[config.mk]
export PLATFORM = sky130hd
export DESIGN_NAME = ro_freq_meter_ctrl
export DESIGN_NICKNAME = d
export VERILOG_FILES = /design/src/rtl/ro_ctrl_pkg.sv /design/src/rtl/osc_edge_sync.sv /design/src/rtl/ro_freq_meter_ctrl.sv
export SDC_FILE = /design/constraint.sdc
export NUM_CORES = 1
export LEC_CHECK = 0
export ABC_CLOCK_PERIOD_IN_PS = 5400
export CAP_MARGIN = 20
export CORE_MARGIN = 2
export CORE_UTILIZATION = 35
export CTS_BUF_LIST = sky130_fd_sc_hd__clkbuf_8
export CTS_CLUSTER_DIAMETER = 200
export CTS_CLUSTER_SIZE = 8
export DETAILED_ROUTE_END_ITERATION = 6
export PLACE_DENSITY = 0.53
export SYNTH_ARGS = -nofsm -noshare
export SYNTH_HDL_FRONTEND = slang
export SYNTH_SLANG_ARGS = --single-unit
[constraint.sdc]
create_clock -name iClk -period 5.4 [get_ports iClk]
set_input_delay 1.08 -clock iClk [delete_from_list [all_inputs] [get_ports iClk]]
set_output_delay 1.08 -clock iClk [all_outputs]
set_load 0.02 [all_outputs]
[src/rtl/ro_ctrl_pkg.sv]
// Shared constants for the ring-oscillator frequency meter and its CSR block.
package ro_ctrl_pkg;
  typedef enum logic [1:0] {
    S_IDLE   = 2'd0,
    S_SETTLE = 2'd1,
    S_GATE   = 2'd2,
    S_HOLD   = 2'd3
  } state_t;

  localparam int DEF_SETTLE_CYCLES = 16;
  localparam int DEF_GATE_CYCLES   = 1024;

  // Width of a down-counter that must hold 0..v-1 (never narrower than 1 bit).
  function automatic int clogMin1(input int v);
    return (v <= 2) ? 1 : $clog2(v);
  endfunction
endpackage

[src/rtl/osc_edge_sync.sv]
// Two-flop synchroniser for an asynchronous ring output plus a rising-edge pulse.
module osc_edge_sync (
  input  logic iClk,
  input  logic iRst_n,
  input  logic iOsc,
  output logic oRise
);
  // sh[0], sh[1] synchronise; sh[2] is the previous synchronised level
  logic [2:0] sh;

  always_ff @(posedge iClk or negedge iRst_n) begin
    if (!iRst_n) sh <= '0;
    else         sh <= {sh[1:0], iOsc};
  end

  assign oRise = sh[1] & ~sh[2];
endmodule

[src/rtl/ro_freq_meter_ctrl.sv]
// Sweeps a ring-oscillator bank: enable one ring, settle, count edges over a gate
// window, then hold {idx, count} on a valid/ready output until accepted.
module ro_freq_meter_ctrl
  import ro_ctrl_pkg::*;
#(
  parameter int NUM_RO        = 4,
  parameter int IDX_W         = 2,
  parameter int SETTLE_CYCLES = DEF_SETTLE_CYCLES,
  parameter int GATE_CYCLES   = DEF_GATE_CYCLES,
  parameter int CNT_W         = 16
) (
  input  logic              iClk,
  input  logic              iRst_n,
  input  logic              iStart,
  input  logic              iContinuous,
  input  logic [NUM_RO-1:0] iRoOsc,
  output logic [NUM_RO-1:0] oRoEn,
  output logic [IDX_W-1:0]  oIdx,
  output logic [CNT_W-1:0]  oCount,
  output logic              oOvf,
  output logic              oValid,
  input  logic              iReady,
  output logic              oBusy
);
  localparam int TMR_MAX = (SETTLE_CYCLES > GATE_CYCLES) ? SETTLE_CYCLES : GATE_CYCLES;
  localparam int TMR_W   = clogMin1(TMR_MAX);
  localparam logic [IDX_W-1:0] LAST_IDX   = IDX_W'(NUM_RO - 1);
  localparam logic [TMR_W-1:0] SETTLE_LD  = TMR_W'(SETTLE_CYCLES - 1);
  localparam logic [TMR_W-1:0] GATE_LD    = TMR_W'(GATE_CYCLES - 1);
  localparam logic [CNT_W-1:0] CNT_MAX    = '1;

  state_t            state, stateNxt;
  logic [IDX_W-1:0]  idx, idxNxt;
  logic [TMR_W-1:0]  tmr, tmrNxt;
  logic [CNT_W-1:0]  cnt, cntNxt;
  logic              ovf, ovfNxt;
  logic              oscSel, rise;

  // Select is fixed from SETTLE onward, so the synchroniser is flushed before GATE.
  assign oscSel = iRoOsc[idx];

  osc_edge_sync uSync (
    .iClk   (iClk),
    .iRst_n (iRst_n),
    .iOsc   (oscSel),
    .oRise  (rise)
  );

  always_ff @(posedge iClk or negedge iRst_n) begin
    if (!iRst_n) begin
      state <= S_IDLE;
      idx   <= '0;
      tmr   <= '0;
      cnt   <= '0;
      ovf   <= 1'b0;
    end else begin
      state <= stateNxt;
      idx   <= idxNxt;
      tmr   <= tmrNxt;
      cnt   <= cntNxt;
      ovf   <= ovfNxt;
    end
  end

  always_comb begin
    stateNxt = state;
    idxNxt   = idx;
    tmrNxt   = tmr;
    cntNxt   = cnt;
    ovfNxt   = ovf;
    case (state)
      S_IDLE: if (iStart) begin
        stateNxt = S_SETTLE;
        idxNxt   = '0;
        tmrNxt   = SETTLE_LD;
      end
      S_SETTLE: begin
        if (tmr == '0) begin
          stateNxt = S_GATE;
          tmrNxt   = GATE_LD;
          cntNxt   = '0;
          ovfNxt   = 1'b0;
        end else begin
          tmrNxt = tmr - TMR_W'(1);
        end
      end
      S_GATE: begin
        if (rise) begin
          if (cnt == CNT_MAX) ovfNxt = 1'b1;
          else                cntNxt = cnt + CNT_W'(1);
        end
        if (tmr == '0) stateNxt = S_HOLD;
        else           tmrNxt   = tmr - TMR_W'(1);
      end
      S_HOLD: if (iReady) begin
        tmrNxt = SETTLE_LD;
        if (idx != LAST_IDX) begin
          idxNxt   = idx + IDX_W'(1);
          stateNxt = S_SETTLE;
        end else if (iContinuous) begin
          idxNxt   = '0;
          stateNxt = S_SETTLE;
        end else begin
          stateNxt = S_IDLE;
        end
      end
      default: stateNxt = S_IDLE;
    endcase
  end

  // Decoded from registered state: async reset drops every enable at once.
  assign oRoEn  = (state == S_SETTLE || state == S_GATE) ? (NUM_RO'(1) << idx) : '0;
  assign oValid = (state == S_HOLD);
  assign oBusy  = (state != S_IDLE);
  assign oIdx   = idx;
  assign oCount = cnt;
  assign oOvf   = ovf;
endmodule

== Word level (Yosys, flattened, before mapping) ==
Index checks and enable logic that the tools add are counted.

* Flip-flop bits (word level): 34
* Logic and storage cells: 66
* Input port bits: 9
* Output and inout bits: 25

* $lt $le $gt $ge: 1
* Reductions and logical operators: 11
* Bitwise gates (word level): 2
* $add $sub $neg: 3
* Mux-type cells: 28
* Equal/unequal tests: 14
* Shifts and indexed selects: 1

{| class="wikitable"
|+ Operators by type and width
! kind !! count
|-
| 16-bit two-way mux || 3
|-
| 10-bit two-way mux || 4
|-
| 10-bit one-hot mux with 4 select lines || 1
|-
| 16-bit one-hot mux with 2 select lines || 1
|-
| 16-bit by 1-bit adder with 16-bit output, second input constant || 1
|-
| 16-bit equality test, second input constant || 1
|-
| 2-bit two-way mux || 8
|-
| 2-bit != test, second input constant || 8
|-
| 4-bit AND reduction || 4
|-
| 10-bit logical NOT || 1
|-
| 10-bit by 1-bit subtractor with 10-bit output, second input constant || 1
|-
| 2-bit one-hot mux with 4 select lines || 1
|-
| 1-bit two-way mux || 6
|-
| 2-bit nonzero test || 3
|-
| 2-bit equality test, second input constant || 2
|-
| 4-bit two-way mux || 1
|-
| 2-bit one-hot mux with 2 select lines || 1
|-
| 1-bit by 2-bit << shifter with 4-bit output, first input constant || 1
|-
| 2-bit by 3-bit less-than comparator with 1-bit output, second input constant || 1
|-
| 3-bit by 2-bit != test with 1-bit output, second input constant || 1
|-
| 3-bit AND reduction || 1
|-
| 2-bit by 1-bit adder with 2-bit output, second input constant || 1
|-
| 1-bit binary-select mux with 2-bit select || 1
|-
| 2-bit by 1-bit equality test with 1-bit output, second input constant || 1
|-
| other kinds (6) || 6
|}

== Longest topological paths before layout ==
Gate-level depths: netlist of the first run.

* Depth in word-level cells: 4
* Depth in mapped cells: 9
* Mapped depth without buffers: 7

== Modules after synthesis ==
From an unflattened synthesis of the first run, not the netlist that was laid out.

* Cell total of the unflattened synthesis: 220
* Area total of the unflattened synthesis: 2053.2 um^2

{| class="wikitable"
|+ Modules (own cells, without submodules)
! module !! cells each !! sequential area each (um^2) !! times used !! area an instance (um^2)
|-
| ro_freq_meter_ctrl || 216 || 775.7 || 1 || 1964.4
|-
| osc_edge_sync || 4 || 75.1 || 1 || 88.8
|}

== Least setup slack after synthesis of the first run ==
Ideal clock, no wire load.

* Kind: register -> register
* Start point: reg state[1]
* End point: reg cnt[13], in the netlist oCount[13]
* Arrival time: 2.319 ns
* Cell stages (with the launch flop): 10
* Data required time: 5.323 ns
* Setup time: 0.077 ns
* Clock period less this slack: 2.396 ns
* Buffers on the path: 2
* Setup slack: 3.004 ns
* Cells stage by stage: dfrtp_1 -> inv_1 -> ha_1 -> nor2_1 -> a21o_2 -> buf_4 -> or4_1 -> buf_2 -> or4_1 -> a21oi_1

* Cells in the longest elaborated chain, start to end: 3
* Elaborated cells between the ends (all ways): 8
* Classes of those cells: 5 x eq/ne; 1 x mux; 2 x reduce/logical

{| class="wikitable"
|+ Ends and longest elaborated chain
! what !! RTL line !! RTL
|-
| from (decl) || ro_freq_meter_ctrl.sv:32 || <nowiki>state_t state, stateNxt;</nowiki>
|-
| from (signal assigned) || ro_freq_meter_ctrl.sv:57 || <nowiki>state <= stateNxt;</nowiki>
|-
| 2-bit equality test / 2-bit by 1-bit equality test with 1-bit output (equally long branches) || ro_freq_meter_ctrl.sv:71 || <nowiki>case (state)</nowiki>
|-
| 2-bit != test (no line) / 2-bit nonzero test (equally long branches) || - ||
|-
| 4-bit AND reduction (no line) || - ||
|-
| to (signal assigned) || ro_freq_meter_ctrl.sv:60 || <nowiki>cnt <= cntNxt;</nowiki>
|-
| to (decl) || ro_freq_meter_ctrl.sv:35 || <nowiki>logic [CNT_W-1:0] cnt, cntNxt;</nowiki>
|}

Parallel ways exist; a longest one is shown, timed or not.
A chain may end at the register's enable or synchronous reset.

== Worst setup path in the final report of the first run ==
* Start point: reg state[0]
* End point: out oRoEn[3]

* Cells in the longest elaborated chain, start to end: 3
* Elaborated cells between the ends (all ways): 4
* Classes of those cells: 2 x eq/ne; 1 x mux; 1 x reduce/logical

{| class="wikitable"
|+ Ends and longest elaborated chain
! what !! RTL line !! RTL
|-
| 2-bit by 1-bit equality test with 1-bit output / 2-bit equality test (equally long branches) || ro_freq_meter_ctrl.sv:112 || <nowiki>assign oRoEn = (state == S_SETTLE || state == S_GATE) ? (NUM_RO'(1) << idx) : '0;</nowiki>
|-
| 1-bit logical OR (*) || ro_freq_meter_ctrl.sv:112 ||
|-
| 4-bit two-way mux (*) || ro_freq_meter_ctrl.sv:112 ||
|-
| to (decl) || ro_freq_meter_ctrl.sv:17 || <nowiki>output logic [NUM_RO-1:0] oRoEn,</nowiki>
|}

Every way passes the cells marked *; elsewhere a longest branch is shown, timed or not.

==> reports/results.tsv, run 1 <==
metric	value	unit
rows	28	
total_power	1.19	mW
grt_use_met3	3.44	%
viasPerCell	5.47	
core	5850	um2
slew_viol_final	0	
finalSetupViolCount	0	
crit_chain	inv_1, ha_1, and2_1, clkdlybuf4s50_1	
slowest_delay	600	ps
rsz0062_at_grt	no	
seq_area_frac_synth	40.7	%
async_flop_share	100	%
leakagePower	1.07	nW
antenna_found_initial	0	
cts.sinks	34	
drive_above_1_share	8.17	%
met1_usage	21.5	%
fin_crit	3200	ps
grt_start_max_net_pins	35	
setup_tns	0	ps
busiest_layer	met2	
vias	1817	
cp.required	4320	ps
rr_startpoint	state[0]	
cap_viol_max_count	0	
postSynthCellCount	222	
ys_ff_latch	34	
first_global_vias	1737	
grt_use_met2	27.0	%
diodes	0	
overflow	0	
instances_no_fill	332	
grt_usage	16.5	%
yosysWarnings	0	
syn_to_final_growth	24.2	%
path_delay_family	buffers and inverters	
synth-edff-count	0	
io_pins	34	
crit_arrival	2120	ps
cp-startpoint	state[0]	
ys_types	49	
placed_cells	324	
gp_congestion	0.748	
first_iter_violations	81	
first_pass_iters	4	
startpoint_type	flip-flop	
drc_errors	0	
crit_fanout	13	
routed_wl	4850	um
syn_area	2090	um2
cp_slowest_cell	clkdlybuf4s50_1	
avgRoutedWirePerCell	14.6	um
die_x	81.3	um
fin_util	44.4	%
syn_avg_cell_area	9.42	um2
tightest_slew	940	ps
ant_nets	0	
fmax	312	MHz
worstHoldStart	uSync.sh[0]	
start_util	35.7	%
cts_tree	built	
endpoint_kind	output port	
cts.hold.buffers_added	0	
cts_buffer_depth	2	
slew_headroom	37.1	%
die_h	81.3	um
finalClockSkew	5.21	ps
finalHoldViolCount	0	
cts_root_buf	clkbuf_8	
path_clk_slew	70	ps
cts_resized	0	
final_nets	277	
finalCritPeriodShare	59.3	%
syn_nets	243	
peakVddDrop	0.000337	V
power_density	460	nW/um2
status	finished, final reports clean	
post-dp-hpwl	3500	um
die_area	6610	um2
worst-path-buf-inv	2	
synth_ff_type	dfrtp_1	
cts.htree.levels	2	
cts-buffers-inserted	5	
crit_type	reg2out	
min_path_type	reg2reg	
io_buffer_count	33	
post-cts-setup-buffers	0	
clk_latency	280	ps
grt_pass1_wl	8430	um
## state kept, by name (all words and copies together) (netlist names)
name / cells
oIdx: 2
state: 2
oCount: 16
oOvf: 1
tmr: 10
uSync.sh: 3
## area by class of cell
class	instances	area (um2)
Tap cell	75	93.8
Clock buffer	8	110
Inverter	15	56.3
Fill cell	575	3250
Multi-Input combinational cell	165	1140
Sequential cell	34	851
Timing Repair Buffer	35	345
## report_power, final
part | switching, mW | internal [mW] | total [mW]
clock network | 0.0943 | 0.129 | 0.223
logic | 0.351 | 0.242 | 0.593
registers | 0.0664 | 0.311 | 0.377
total | 0.511 | 0.682 | 1.19
## worst paths after layout
path | to | slack, ps | cells after the start
setup / recovery | oRoEn[3] | 2200 | 4
hold reg to reg | uSync.sh[1] | 350 | 0
hold / removal | uSync.sh[1] | 350 | 0
max in group asynchronous | tmr[2] | 3880 | 2
min in group asynchronous | oCount[9] | 1210 | 2
setup reg to reg | oCount[15] | 2590 | 7
## placed cells by master (no fill, tap or decap), drive strengths merged, types with 11 or more instances in the layout
cell	count
nor2	15
clkdlybuf4s50	33
ha	12
dfrtp	34
nand2	13
inv	15
nand3	11
a21oi	17
o21ai	12
## logic make-up after synthesis
logic type / share of synthesized area [%]
multiplexers: 1.62
adder cells (fa/ha/maj): 7.18
buffers and inverters: 4.79
AND/OR/NAND/NOR: 21.9
XOR/XNOR: 2.09
AO/OA/AOI/OAI: 21.7
flip-flops: 40.7
## metrics by stage
step	hold WS (ps)	area [um2]	setup slack (ps)
final	351	2600	2200
after global placement	337	2490	2570
after global routing	373	2600	2040
after CTS	354	2600	2190
after floorplan	331	2090	3000
after detailed placement	338	2490	2490
## synthesized netlist by cell type (3+ instances only)
cell type / instances / area share (%)
dfrtp_1: 34 / 41
a21oi_1: 17 / 4.1
inv_1: 15 / 2.7
nor2_1: 14 / 2.5
nand2_1: 13 / 2.3
ha_1: 12 / 7.2
o21ai_0: 12 / 2.9
nand3_1: 11 / 2.6
o31ai_1: 8 / 2.9
nor3_1: 6 / 1.4
nor4_1: 6 / 1.8
and2_1: 5 / 1.5
nand4_1: 5 / 1.5
o22a_1: 5 / 2.1
or4_1: 5 / 1.8
xnor2_1: 5 / 2.1
clkbuf_1: 4 / 0.72
or3_1: 4 / 1.2
a31oi_1: 3 / 0.90
## per-layer routing
metal	vias up	share of wire [%]
met4	0	1.3
met2	37	48
met1	874	47
met5	-	0
li1	900	-
met3	6	4.0
(Power assumes the default switching activity.)
==> run 2: changes to the inputs <==
--- a/config.mk
+++ b/config.mk
@@ -5,7 +5,7 @@
 export SDC_FILE = /design/constraint.sdc
 export NUM_CORES = 1
 export LEC_CHECK = 0
-export ABC_CLOCK_PERIOD_IN_PS = 5400
+export ABC_CLOCK_PERIOD_IN_PS = 2700
 export CAP_MARGIN = 20
 export CORE_MARGIN = 2
 export CORE_UTILIZATION = 35
@@ -13,7 +13,7 @@
 export CTS_CLUSTER_DIAMETER = 200
 export CTS_CLUSTER_SIZE = 8
 export DETAILED_ROUTE_END_ITERATION = 6
-export PLACE_DENSITY = 0.53
+export PLACE_DENSITY = 0.55
 export SYNTH_ARGS = -nofsm -noshare
 export SYNTH_HDL_FRONTEND = slang
 export SYNTH_SLANG_ARGS = --single-unit
==> constraint.sdc (replaced) <==
create_clock -name iClk -period 2.7 [get_ports iClk]
set_input_delay 0.54 -clock iClk [delete_from_list [all_inputs] [get_ports iClk]]
set_output_delay 0.54 -clock iClk [all_outputs]
set_load 0.02 [all_outputs]
==> run 2 against run 1 <==
Against the previous run:
- hold slack worse by 2.4 ps
- largest power group unchanged
- total power is 110% higher
- clock skew about the same
- combinational power up 110%
- register-to-register slack lost 2400 ps
- sequential power grew 100%
==> reports/results.tsv, run 2 (synthesized netlist as in run 1, its figures left out) <==
metric	value	unit	change
status	finished, final reports clean		
final_cell_mix	dfrtp_1 (34), clkdlybuf4s50_1 (33), a21oi_1 (17)		
fmax	400	MHz	
endpoint_kind	flip-flop		
placed_cells	330		+1.9%
viasPerCell	5.51		+0.71%
hold_path_depth	0		unchanged
die_area	6610	um2	unchanged
first_iter_violations	74		-8.6%
grt_start_max_net_pins	35		unchanged
cts.sinks	34		unchanged
startpoint_type	flip-flop		
cts.hold.buffers_added	0		unchanged
cts_buffer_depth	2		unchanged
cp.required	2910	ps	-1410 ps
gp_congestion	0.730		-2.5%
cts_root_buf	clkbuf_8		
leakagePower	1.10	nW	+2.8%
cts-buffers-inserted	5		unchanged
io_pins	34		unchanged
crit_arrival	2720	ps	+600 ps
grt_usage	16.0	%	-0.53 points
crit_type	reg2reg		
worstHoldStart	uSync.sh[0]		
io_buffer_count	33		unchanged
layout_commonest_cell	dfrtp_1		
finalHoldViolCount	0		unchanged
rr_startpoint	tmr[0]		
fin_crit	2500	ps	
cts.htree.levels	2		unchanged
die_h	81.3	um	unchanged
vias	1863		+2.5%
tightest_slew	703	ps	-236 ps
cap_viol_max_count	0		unchanged
drc_errors	0		unchanged
rsz0062_at_grt	no		
core	5850	um2	unchanged
ant_nets	0		unchanged
finalCritPeriodShare	92.6	%	
slew_viol_final	0		unchanged
peakVddDrop	0.000638	V	+89%
largest_reg_flops	16		unchanged
placed_cell_area	2530	um2	+1.8%
reg2reg_setup_slack	200	ps	-2390 ps
instances_no_fill	338		+1.8%
power_density	929	nW/um2	+100%
start_util	35.7	%	unchanged
first_pass_iters	4		unchanged
diodes	0		unchanged
antenna_found_initial	0		unchanged
post-cts-setup-buffers	0		unchanged
crit_fanout	10		-3
hold_end	uSync.sh[1]		
finalClockSkew	5.37	ps	+0.160 ps
drive_above_1_share	10.3	%	+2.1 points
cts_tree	built		
first_global_vias	1795		+3.3%
final_nets	283		+2.2%
clk_latency	280	ps	about the same
pre_cts_ws	216	ps	-2270 ps
r2r-end	oCount[13]		
rows	28		unchanged
holdWs	348	ps	-2.43 ps
min_path_type	reg2reg		
r2r_cells	7		unchanged
grt_pass1_wl	8290	um	-1.7%
finalSetupViolCount	0		unchanged
slew_headroom	52.6	%	+16 points
die_x	81.3	um	unchanged
syn_to_final_growth	26.3	%	
overflow	0		unchanged
path_clk_slew	70	ps	about the same
postLayoutCellArea	2640	um2	+1.7%
layout_setup_ws	198	ps	-2000 ps
cts_resized	0		unchanged
routed_wl	4850	um	about the same
avgRoutedWirePerCell	14.3	um	-1.7%
post-dp-hpwl	3470	um	-0.76%
setup_tns	0	ps	unchanged
==> run 2: cell count changes in the layout (fill, tap and decap cells not counted), sizes merged <==
cell	before	now
buf	2	8
==> run 2: layout make-up <==
type,count,area (um2)
fillers,582,3210
multi-input cells,165,1140
flip-flops and latches,34,851
repair buffers,41,390
clock buffers,8,110
well taps,75,93.8
inverters,15,56.3
==> run 2: report_power, final <==
part / leakage (nW) / switching, mW / total, mW / internal, mW
Sequential: 0.450 / 0.135 / 0.757 / 0.622
Clock: 0.0575 / 0.185 / 0.443 / 0.258
Combinational: 0.595 / 0.722 / 1.25 / 0.531
Total: 1.10 / 1.04 / 2.45 / 1.41
==> run 2: critical path, stage by stage (launching register included) <==
cell     delay, ps
dfrtp_1        400
inv_1          110
ha_1           170
nor4b_4        290
a31oi_4        210
or4_1          680
or4_1          440
a21oi_1        150
==> run 2: per-layer routing <==
| layer | track usage, % | wire length [um] | vias up |
|---|---|---|---|
| met4 | 4.92 | 55 | 0 |
| li1 | - | - | 915 |
| met3 | 3.89 | 218 | 6 |
| met5 | 0 | 0 | - |
| met2 | 26.7 | 2350 | 49 |
| met1 | 20.3 | 2230 | 893 |
==> run 2: worst max path at each step <==
stage / start / to / slack, ps
2_1_floorplan: state[1] / oCount[13] / 300
3_3_place_gp: tmr[0] / oCount[15] / 280
3_5_place_dp: tmr[0] / oCount[13] / 220
4_1_cts: tmr[0] / oCount[13] / 200
5_1_grt: tmr[0] / oCount[15] / 7
6_report: tmr[0] / oCount[13] / 200
==> run 2: per-stage QoR <==
step,utilization (%),power (mW)
2_1_floorplan,-,1.60
3_3_place_gp,43.3,2.00
4_1_cts,45.1,2.47
3_5_place_dp,43.3,2.01
5_1_grt,45.1,2.65
6_report,45.1,2.45
